## src/rtl/urv_dbg_host.sv

```systemverilog
// urv_dbg_host: host-side sequencer for the uRV fetch-stage debug port.
// Buffers injected instructions and paces them against the core's halt/drain handshake.
module urv_dbg_host #(
  parameter int FIFO_DEPTH   = 4,
  parameter int TIMEOUT      = 1024,
  parameter bit START_HALTED = 1'b0
) (
  input  logic        clk_i,
  input  logic        rst_i,
  input  logic        cmd_valid_i,
  output logic        cmd_ready_o,
  input  logic [1:0]  cmd_op_i,
  input  logic [31:0] cmd_insn_i,
  output logic        halted_o,
  output logic        busy_o,
  output logic        err_timeout_o,
  output logic [15:0] insn_count_o,
  output logic        dbg_force_o,
  input  logic        dbg_enabled_i,
  output logic [31:0] dbg_insn_o,
  output logic        dbg_insn_set_o,
  input  logic        dbg_insn_ready_i
);

  localparam int          AW         = (FIFO_DEPTH > 1) ? $clog2(FIFO_DEPTH) : 1;
  localparam logic [AW:0] FULL_COUNT = (AW+1)'(FIFO_DEPTH);
  localparam logic [15:0] TMO_LIMIT  = 16'(TIMEOUT);
  localparam logic [31:0] NOP        = 32'h0000_0013;
  localparam logic [31:0] EBREAK     = 32'h0010_0073;

  localparam logic [1:0] OP_CLRERR = 2'd0;
  localparam logic [1:0] OP_HALT   = 2'd1;
  localparam logic [1:0] OP_EXEC   = 2'd2;
  localparam logic [1:0] OP_RESUME = 2'd3;

  typedef enum logic [2:0] {
    S_RUN,
    S_HALT_REQ,
    S_HALTED,
    S_ISSUE,
    S_DRAIN,
    S_RESUME_WAIT
  } state_t;

  localparam state_t RESET_STATE = START_HALTED ? S_HALT_REQ : S_RUN;

  state_t        state, state_next;
  logic [32:0]   fifo_mem [FIFO_DEPTH];
  logic [AW-1:0] wr_ptr, rd_ptr;
  logic [AW:0]   count, count_next;
  logic          accept, push, pop, is_halt, is_clrerr;
  logic [32:0]   push_data, head;
  logic          issue_resume, drain_first;
  logic [15:0]   tmo_cnt, tmo_next;
  logic          counting, tmo_hit;

  assign accept    = cmd_valid_i && cmd_ready_o;
  assign push      = accept && (cmd_op_i == OP_EXEC || cmd_op_i == OP_RESUME);
  assign is_halt   = accept && (cmd_op_i == OP_HALT);
  assign is_clrerr = accept && (cmd_op_i == OP_CLRERR);
  assign push_data = (cmd_op_i == OP_RESUME) ? {1'b1, EBREAK} : {1'b0, cmd_insn_i};
  assign head      = fifo_mem[rd_ptr];

  always_comb begin
    state_next = state;
    pop        = 1'b0;
    case (state)
      S_RUN:         if (is_halt) state_next = S_HALT_REQ;
      S_HALT_REQ:    if (dbg_enabled_i) state_next = S_HALTED;
      S_HALTED: begin
        if (count != '0 && dbg_enabled_i && dbg_insn_ready_i) begin
          pop        = 1'b1;
          state_next = S_ISSUE;
        end
      end
      S_ISSUE:       state_next = issue_resume ? S_RESUME_WAIT : S_DRAIN;
      // Core ready lags the issue strobe by a cycle, so the first drain cycle is blind.
      S_DRAIN:       if (!drain_first && dbg_insn_ready_i) state_next = S_HALTED;
      S_RESUME_WAIT: if (!dbg_enabled_i) state_next = S_RUN;
      default:       state_next = S_RUN;
    endcase
  end

  always_comb begin
    count_next = count;
    case ({push, pop})
      2'b10:   count_next = count + (AW+1)'(1);
      2'b01:   count_next = count - (AW+1)'(1);
      default: count_next = count;
    endcase
  end

  // Only the transition onto the limit raises the flag, so CLRERR sticks while saturated.
  always_comb begin
    counting = (state == S_HALT_REQ) || (state == S_DRAIN) || (state == S_RESUME_WAIT);
    tmo_next = tmo_cnt;
    if (state_next != state) tmo_next = '0;
    else if (counting && tmo_cnt != TMO_LIMIT) tmo_next = tmo_cnt + 16'd1;
    tmo_hit = (tmo_cnt != TMO_LIMIT) && (tmo_next == TMO_LIMIT);
  end

  always_ff @(posedge clk_i) begin
    if (push) fifo_mem[wr_ptr] <= push_data;
  end

  always_ff @(posedge clk_i) begin
    if (rst_i) begin
      state          <= RESET_STATE;
      wr_ptr         <= '0;
      rd_ptr         <= '0;
      count          <= '0;
      tmo_cnt        <= '0;
      issue_resume   <= 1'b0;
      drain_first    <= 1'b0;
      dbg_force_o    <= START_HALTED;
      dbg_insn_o     <= NOP;
      dbg_insn_set_o <= 1'b0;
      err_timeout_o  <= 1'b0;
      insn_count_o   <= '0;
      cmd_ready_o    <= 1'b1;
      halted_o       <= 1'b0;
      busy_o         <= START_HALTED;
    end else begin
      state        <= state_next;
      count        <= count_next;
      tmo_cnt      <= tmo_next;
      issue_resume <= pop && head[32];
      drain_first  <= (state_next == S_DRAIN) && (state != S_DRAIN);
      if (push) wr_ptr <= wr_ptr + 1'b1;
      if (pop)  rd_ptr <= rd_ptr + 1'b1;

      dbg_insn_set_o <= pop;
      dbg_insn_o     <= pop ? head[31:0] : NOP;
      if (pop && !head[32]) insn_count_o <= insn_count_o + 16'd1;

      if (pop && head[32]) dbg_force_o <= 1'b0;
      if (is_halt)         dbg_force_o <= 1'b1;

      if (is_clrerr) err_timeout_o <= 1'b0;
      if (tmo_hit)   err_timeout_o <= 1'b1;

      cmd_ready_o <= (count_next != FULL_COUNT);
      halted_o    <= (state_next == S_HALTED) && (count_next == '0);
      busy_o      <= !(state_next == S_RUN || state_next == S_HALTED) || (count_next != '0);
    end
  end

endmodule

```

## config.mk

```make
export PLATFORM = sky130hd
export DESIGN_NAME = urv_dbg_host
export DESIGN_NICKNAME = d
export VERILOG_FILES = /design/src/rtl/urv_dbg_host.sv
export SDC_FILE = /design/constraint.sdc
export NUM_CORES = 1
export LEC_CHECK = 0
export ABC_AREA = 1
export CORE_MARGIN = 5
export CORE_UTILIZATION = 30
export CTS_BUF_LIST = sky130_fd_sc_hd__clkbuf_16
export CTS_CLUSTER_SIZE = 10
export DETAILED_ROUTE_END_ITERATION = 8
export PLACE_DENSITY = 0.49
export SLEW_MARGIN = 20
export SYNTH_ARGS = -nofsm -noshare
export SYNTH_HDL_FRONTEND = slang
export SYNTH_SLANG_ARGS = --single-unit
```

## constraint.sdc

```tcl
create_clock -name clk_i -period 5.95 [get_ports clk_i]
set_clock_uncertainty 0.1 [all_clocks]
set_input_delay 1.19 -clock clk_i [delete_from_list [all_inputs] [get_ports clk_i]]
set_output_delay 1.19 -clock clk_i [all_outputs]
set_load 0.05 [all_outputs]
```

After elaboration in Yosys (flattened, before gate mapping)
Memories as Yosys holds them, arrays and structs flattened. A register that Yosys moved wholly into a read port is not among the register bits. Index checks and enable logic that the tools add are counted.

Add/sub/neg operators: 6. Eq/ne operators: 17. Muxes and demuxes: 21. Bitwise logic cells: 1. Reduce and logical (&&, ||, !) cells: 30.

Operators by type and width (number): $mux W33 (1); $add A16 B1 Y16 const B (2); $mux W16 (2); $pmux W3 S6 (1); $eq A16 B11 Y1 const B (1); $ne A16 B11 Y1 const B (1); $mux W3 (5); $logic_and A1 B1 Y1 (13); $eq A3 B2 Y1 const B (3); $eq A3 B3 Y1 const B (3); $logic_not A3 Y1 (3); $mux W1 (9); $eq A2 B2 Y1 const B (3); $ne A3 B3 Y1 const B (2); $pmux W3 S2 (1); $reduce_bool A3 Y1 (2); $logic_or A1 B1 Y1 (5); $add A2 B1 Y2 const B (2); $eq A2 B1 Y1 const B (2); $mux W2 (2); $reduce_bool A2 Y1 (2); $add A3 B1 Y3 const B (1); $eq A3 B1 Y1 const B (1); $logic_not A1 Y1 (3); other kinds (5) (5).

Register bits: 82. Bits in writable memories: 132. Bits of input ports: 39. Output and inout bits: 54. Logic and storage cells: 91. Memories: 1.

Memories: fifo_mem (words 4, width 33, rd ports 1, clocked after Yosys merged registers in 1, write ports 1, line 48) `logic [32:0] fifo_mem [FIFO_DEPTH];`.

Longest topological paths before layout
Depth after elaboration: 10. Depth in mapped cells: 14. Mapped depth without buffers: 14.

Least setup slack after synthesis
No wires, ideal clock.

Kind: input-to-reg. From: in cmd_op_i[1]. To: mem fifo_mem[0][0] (enable). Library setup time: 0.423 ns. Data arrival time: 2.866 ns. Data required time: 5.427 ns. Path slack: 2.560 ns. Cell stages on the path: 2. Buffers on the path: 0. Cell sequence: nand3_1 > nor2_1.

Cells in the longest elaborated chain, start to end: 5. Elaborated cells between the ends (all ways): 6.

Ends and longest elaborated chain: start, declared (line 12) `input logic [1:0] cmd_op_i,`; $eq A2 B2 Y1 (line 58) `assign push = accept && (cmd_op_i == OP_EXEC || cmd_op_i == OP_RESUME);`; $logic_or A1 B1 Y1 (*) (line 58); $logic_and A1 B1 Y1 (*) (line 58); $mux W1 (*) (line 103) `if (push) fifo_mem[wr_ptr] <= push_data;`; $mux W1 (implied by the code) (*) (line 103); end, declared (line 48).

Mark *: on every way between the ends. The rest lies on a longest branch, timed or not.

==> impl_summary.md <==
Clock tree
The master cell of the clock root buffer is clkbuf_16. The tree built by TritonCTS fans out to approximately 220 sinks. The buffer count from post-CTS setup fixing is 0.

The total of hold buffers inserted after clock tree synthesis is 0. The total number of H-tree levels is 1. The clock-pin slew on the worst setup and hold paths is 0.05 ns. The number of buffers created by CTS is 26. The number of buffers on the longest clock path is 3. The clock insertion delay at the later pin of the skew report is between 0.5 and 0.6 ns. The count of cells resized by post-cts repair is 0. The CTS tree is yes.

Worst setup path
The minimum setup slack among reg-to-reg paths is 2.34 ns. The terminus of the critical flop-to-flop path is insn_count_o[14]$_SDFFE_PP0P_. The type of element launching the critical path is a register. The critical path goes through buf_4, clkinv_2, nand2_1, nand3_1, nand2_1, nand2_4, nor2_4, nand2_2, nor2_4, nand2_2, nor2_2, nand2_1, nand2_1, o21ba_1.

For this design, the slowest cell found on the critical path is clkinv_2. In this design, the stage delay of the slowest critical-path cell is 0.92 ns. The critical path is of the register to register type. The number of cells on the worst reg-to-reg path is 14.

Data arrives at the worst endpoint at approximately 4 ns. STA puts the critical path data required time at about 6.3 ns. The most numerous cell type found on the critical path is nand2_1. In this run the worst path has a maximum fanout of 67.

The worst setup path is captured at a register.

Finish
The net count of the finished layout is between 1,000 and 1,500. The area growth from synthesis to layout is 23.7%. The count of antenna diodes in the layout is 0. The layout filler cell count is just over 3,000. The register area is 5650 um2. Summing all multi-input logic gate instances after layout gives ~2900 um2.

The fraction of final layout cells with drive strength greater than 1 is 0.0737. For this run, the share of the core covered by cells in the final layout is 0.376.

Synthesis
The netlist uses 44 different library cells. The mean post-synth cell area is 9.61 um2. The cell area that synthesis handed to floorplanning was 9000 um2.

The total of warnings raised by yosys is 0. The share of synthesized area occupied by flip-flops and latches is 0.627. Counting flops with an async set or reset pin after synthesis yields a share of 0. The commonest register cell after synthesis is edfxtp_1. Counting flops and latches in the post-synthesis netlist gives about 220.

The number of flops mapped to enable cells by yosys is 132. In the post-synthesis netlist, the biggest area contributors are edfxtp_1 44%, dfxtp_1 19%, nor2_1 9.0%, nand2_1 4.9%, o21ai_0 4.6%. The proportion of netlist area held by the largest area contributor is 0.440. The net count after synthesis is between 900 and 1,000. The post-synthesis instance total is approximately 940.

The cell taking the most area after synthesis is edfxtp_1.

STA
The worst hold margin is between 0.3 and 0.4 ns. The number of max-slew violations in the final report is 0. Subtracting the final worst setup slack from the clock period gives around 3.6 ns. The highest clock frequency the design can meet is approximately 280 MHz. The portion of the clock cycle consumed by the worst path in the final layout is 0.606. For the pin with the worst max-slew slack, the measured transition is roughly 1.0 ns. The worst path meets setup with between 2 and 2.5 ns of slack. The number of failing hold endpoints at the final stage came to 0. The setup violation total in the final timing report is 0. The setup total negative slack is 0 ns. In this run the tightest slew margin relative to its limit is 0.319.

Setup repair after global routing left no endpoint under its margin.

Run status
The flow ran to the end, and the final reports show no timing, DRC or antenna violations.

Floorplanning
The I/O pin total is 93. The floorplan step set the die width to 183 um. The die span in y is ~180 um. The floorplan step defined a die boundary enclosing 33,600 um2. The region available for standard cell placement spans between 20,000 and 30,000 um2. The starting density of the core is 0.304. The floorplan row count is between 60 and 70.

GRT
The largest net degree at the start of global routing is a little under 70. The global route total overflow is 0. The global-route met3 utilization is 0.0206. The initial antenna violation count is 0.

For met2 alone, demand over resource in global routing was 0.208. The global-route usage over all layers is 0.124. For met1 alone, demand over resource in global routing was 0.170. The global-route layer with the greatest usage is met2. The number of global-route vias before repair is ~6,300. The first global-routing pass estimated roughly 34 mm of wire.

Place
OpenSTA, run right after detailed placement, puts the worst setup slack at approximately 2.1 ns. Input and output buffers added on the ports amount to between 90 and 100. The half-perimeter wire length after detailed placement is around 13 mm. The final weighted congestion in routability-driven placement is roughly 0.83.

Worst hold path
The type of the most critical hold path is register to register. The hold path depth is 2. The start point of the worst hold path is rd_ptr[1]$_SDFFE_PP0P_.

Power
The standby leakage power is roughly 0.0041 uW. The power per cell area is 283 nW/um2. VDD sags by at most between 0.1 and 0.15 mV.

Drt
The total number of vias is 6,361. The total length of routed wires is between 20 and 25 mm. After detailed routing, the number of vias per cell comes to between 4 and 5. After detailed routing, the number of remaining DRC violations is 0. The first detailed-routing pass took 5 iterations. Once detail routing completed, the nets flagged for antenna violations numbered 0.

Dividing the detail-routed wire length by the instance count gives ~15 um. The DRC violation total after the first TritonRoute iteration is around 400.

Flow run
The count of maximum capacitance violations is 0.
[metrics by stage]
step	std cells	total power (uW)	cell area [um2]
floorplan	936	1750	9000
global placement	1384	1810	10300
detailed placement	1384	1810	10300
CTS	1432	3190	11000
global route	1435	3280	11100
finish	1435	3150	11100
[power by group]
part / total, uW / internal (uW) / switching, uW
Clock: 1370 / 787 / 586
Sequential: 1630 / 1620 / 8.79
Combinational: 152 / 56.4 / 96.0
[worst max-delay path: cells and delay by family (launching register included)]
family                 cells  cell delay, ns
DFF                        1            0.31
buffers and inverters      2            1.51
AOI/OAI and AO/OA          1            0.15
and+or+nand+nor           11            1.39
[area by class of cell]
cell class,instances,share of cell area
clock inverters,22,0.00899
repair buffers,96,0.0908
well taps,390,0.0438
inverters,90,0.0310
flip-flops and latches,216,0.507
multi-input cells,595,0.260
clock buffers,26,0.0584
[placed cells by master, fill, tap and decap left out, drive strengths merged, types with 2 or more instances in the layout]
cell type      Yosys  routed
a21oi             59      59
buf               12       4
clkbuf            23      26
clkdlybuf4s50      0      92
clkinv             2       6
dfxtp             84      84
edfxtp           132     132
ha                 8       8
inv               88     106
nand2            123     123
nand3             41      41
nand4             13      13
nor2             225     225
nor3               2       2
nor4               5       5
o21a               2       2
o21ai             90      90
o221ai             3       3
or2                6       6
xnor2              2       2
xor2               7       7
[cell families (layout without fill, tap and decap cells)]
logic type,Yosys count,count (layout),synth area share
AOI/OAI and AO/OA,160,160,0.0951
xor gates and xnor gates,9,9,0.00959
adders and majority gates,9,9,0.0133
buffers and inverters,125,234,0.0548
DFF,216,216,0.627
and+or+nand+nor,417,417,0.200
[state kept, by name (all words and copies together), names as in the netlist, 2 cells and up, named ones only]
register      flops
count             3
wr_ptr            2
rd_ptr            2
fifo_mem        132
state             3
insn_count_o     16
dbg_insn_o       32
tmo_cnt          16
[synth_stat cells (all sizes together), types with 3 or more instances]
library cell / number
a21oi: 59
o21ai: 90
nand3: 41
nor4: 5
edfxtp: 132
o221ai: 3
buf: 12
inv: 88
dfxtp: 84
clkbuf: 23
nand4: 13
ha: 8
nand2: 123
or2: 6
nor2: 225
xor2: 7
[worst max-delay path by stage]
| stage | start | to | slack (ns) | depth (start not counted) |
|---|---|---|---|---|
| after floorplan | cmd_op_i[1] | fifo_mem[0][0]$_DFFE_PP_ | 2.56 | 2 |
| after global placement | rst_i | dbg_insn_o[2]$_SDFF_PP0_ | 2.18 | 4 |
| after detailed placement | cmd_op_i[1] | fifo_mem[0][23]$_DFFE_PP_ | 2.15 | 3 |
| after CTS | register | insn_count_o[14]$_SDFFE_PP0P_ | 2.59 | 14 |
| after global routing | register | insn_count_o[11]$_SDFFE_PP0P_ | 1.87 | 12 |
| final | register | insn_count_o[14]$_SDFFE_PP0P_ | 2.34 | 14 |
[layer usage]
layer / vias up / part of all wire / wire length (um)
met5: - / 0 / 0
met4: 0 / 0.016 / 332
met3: 21 / 0.038 / 805
met2: 107 / 0.47 / 10000
met1: 2939 / 0.48 / 10200
li1: 3294 / - / -
Note: power is estimated with default switching activity, not from simulation.
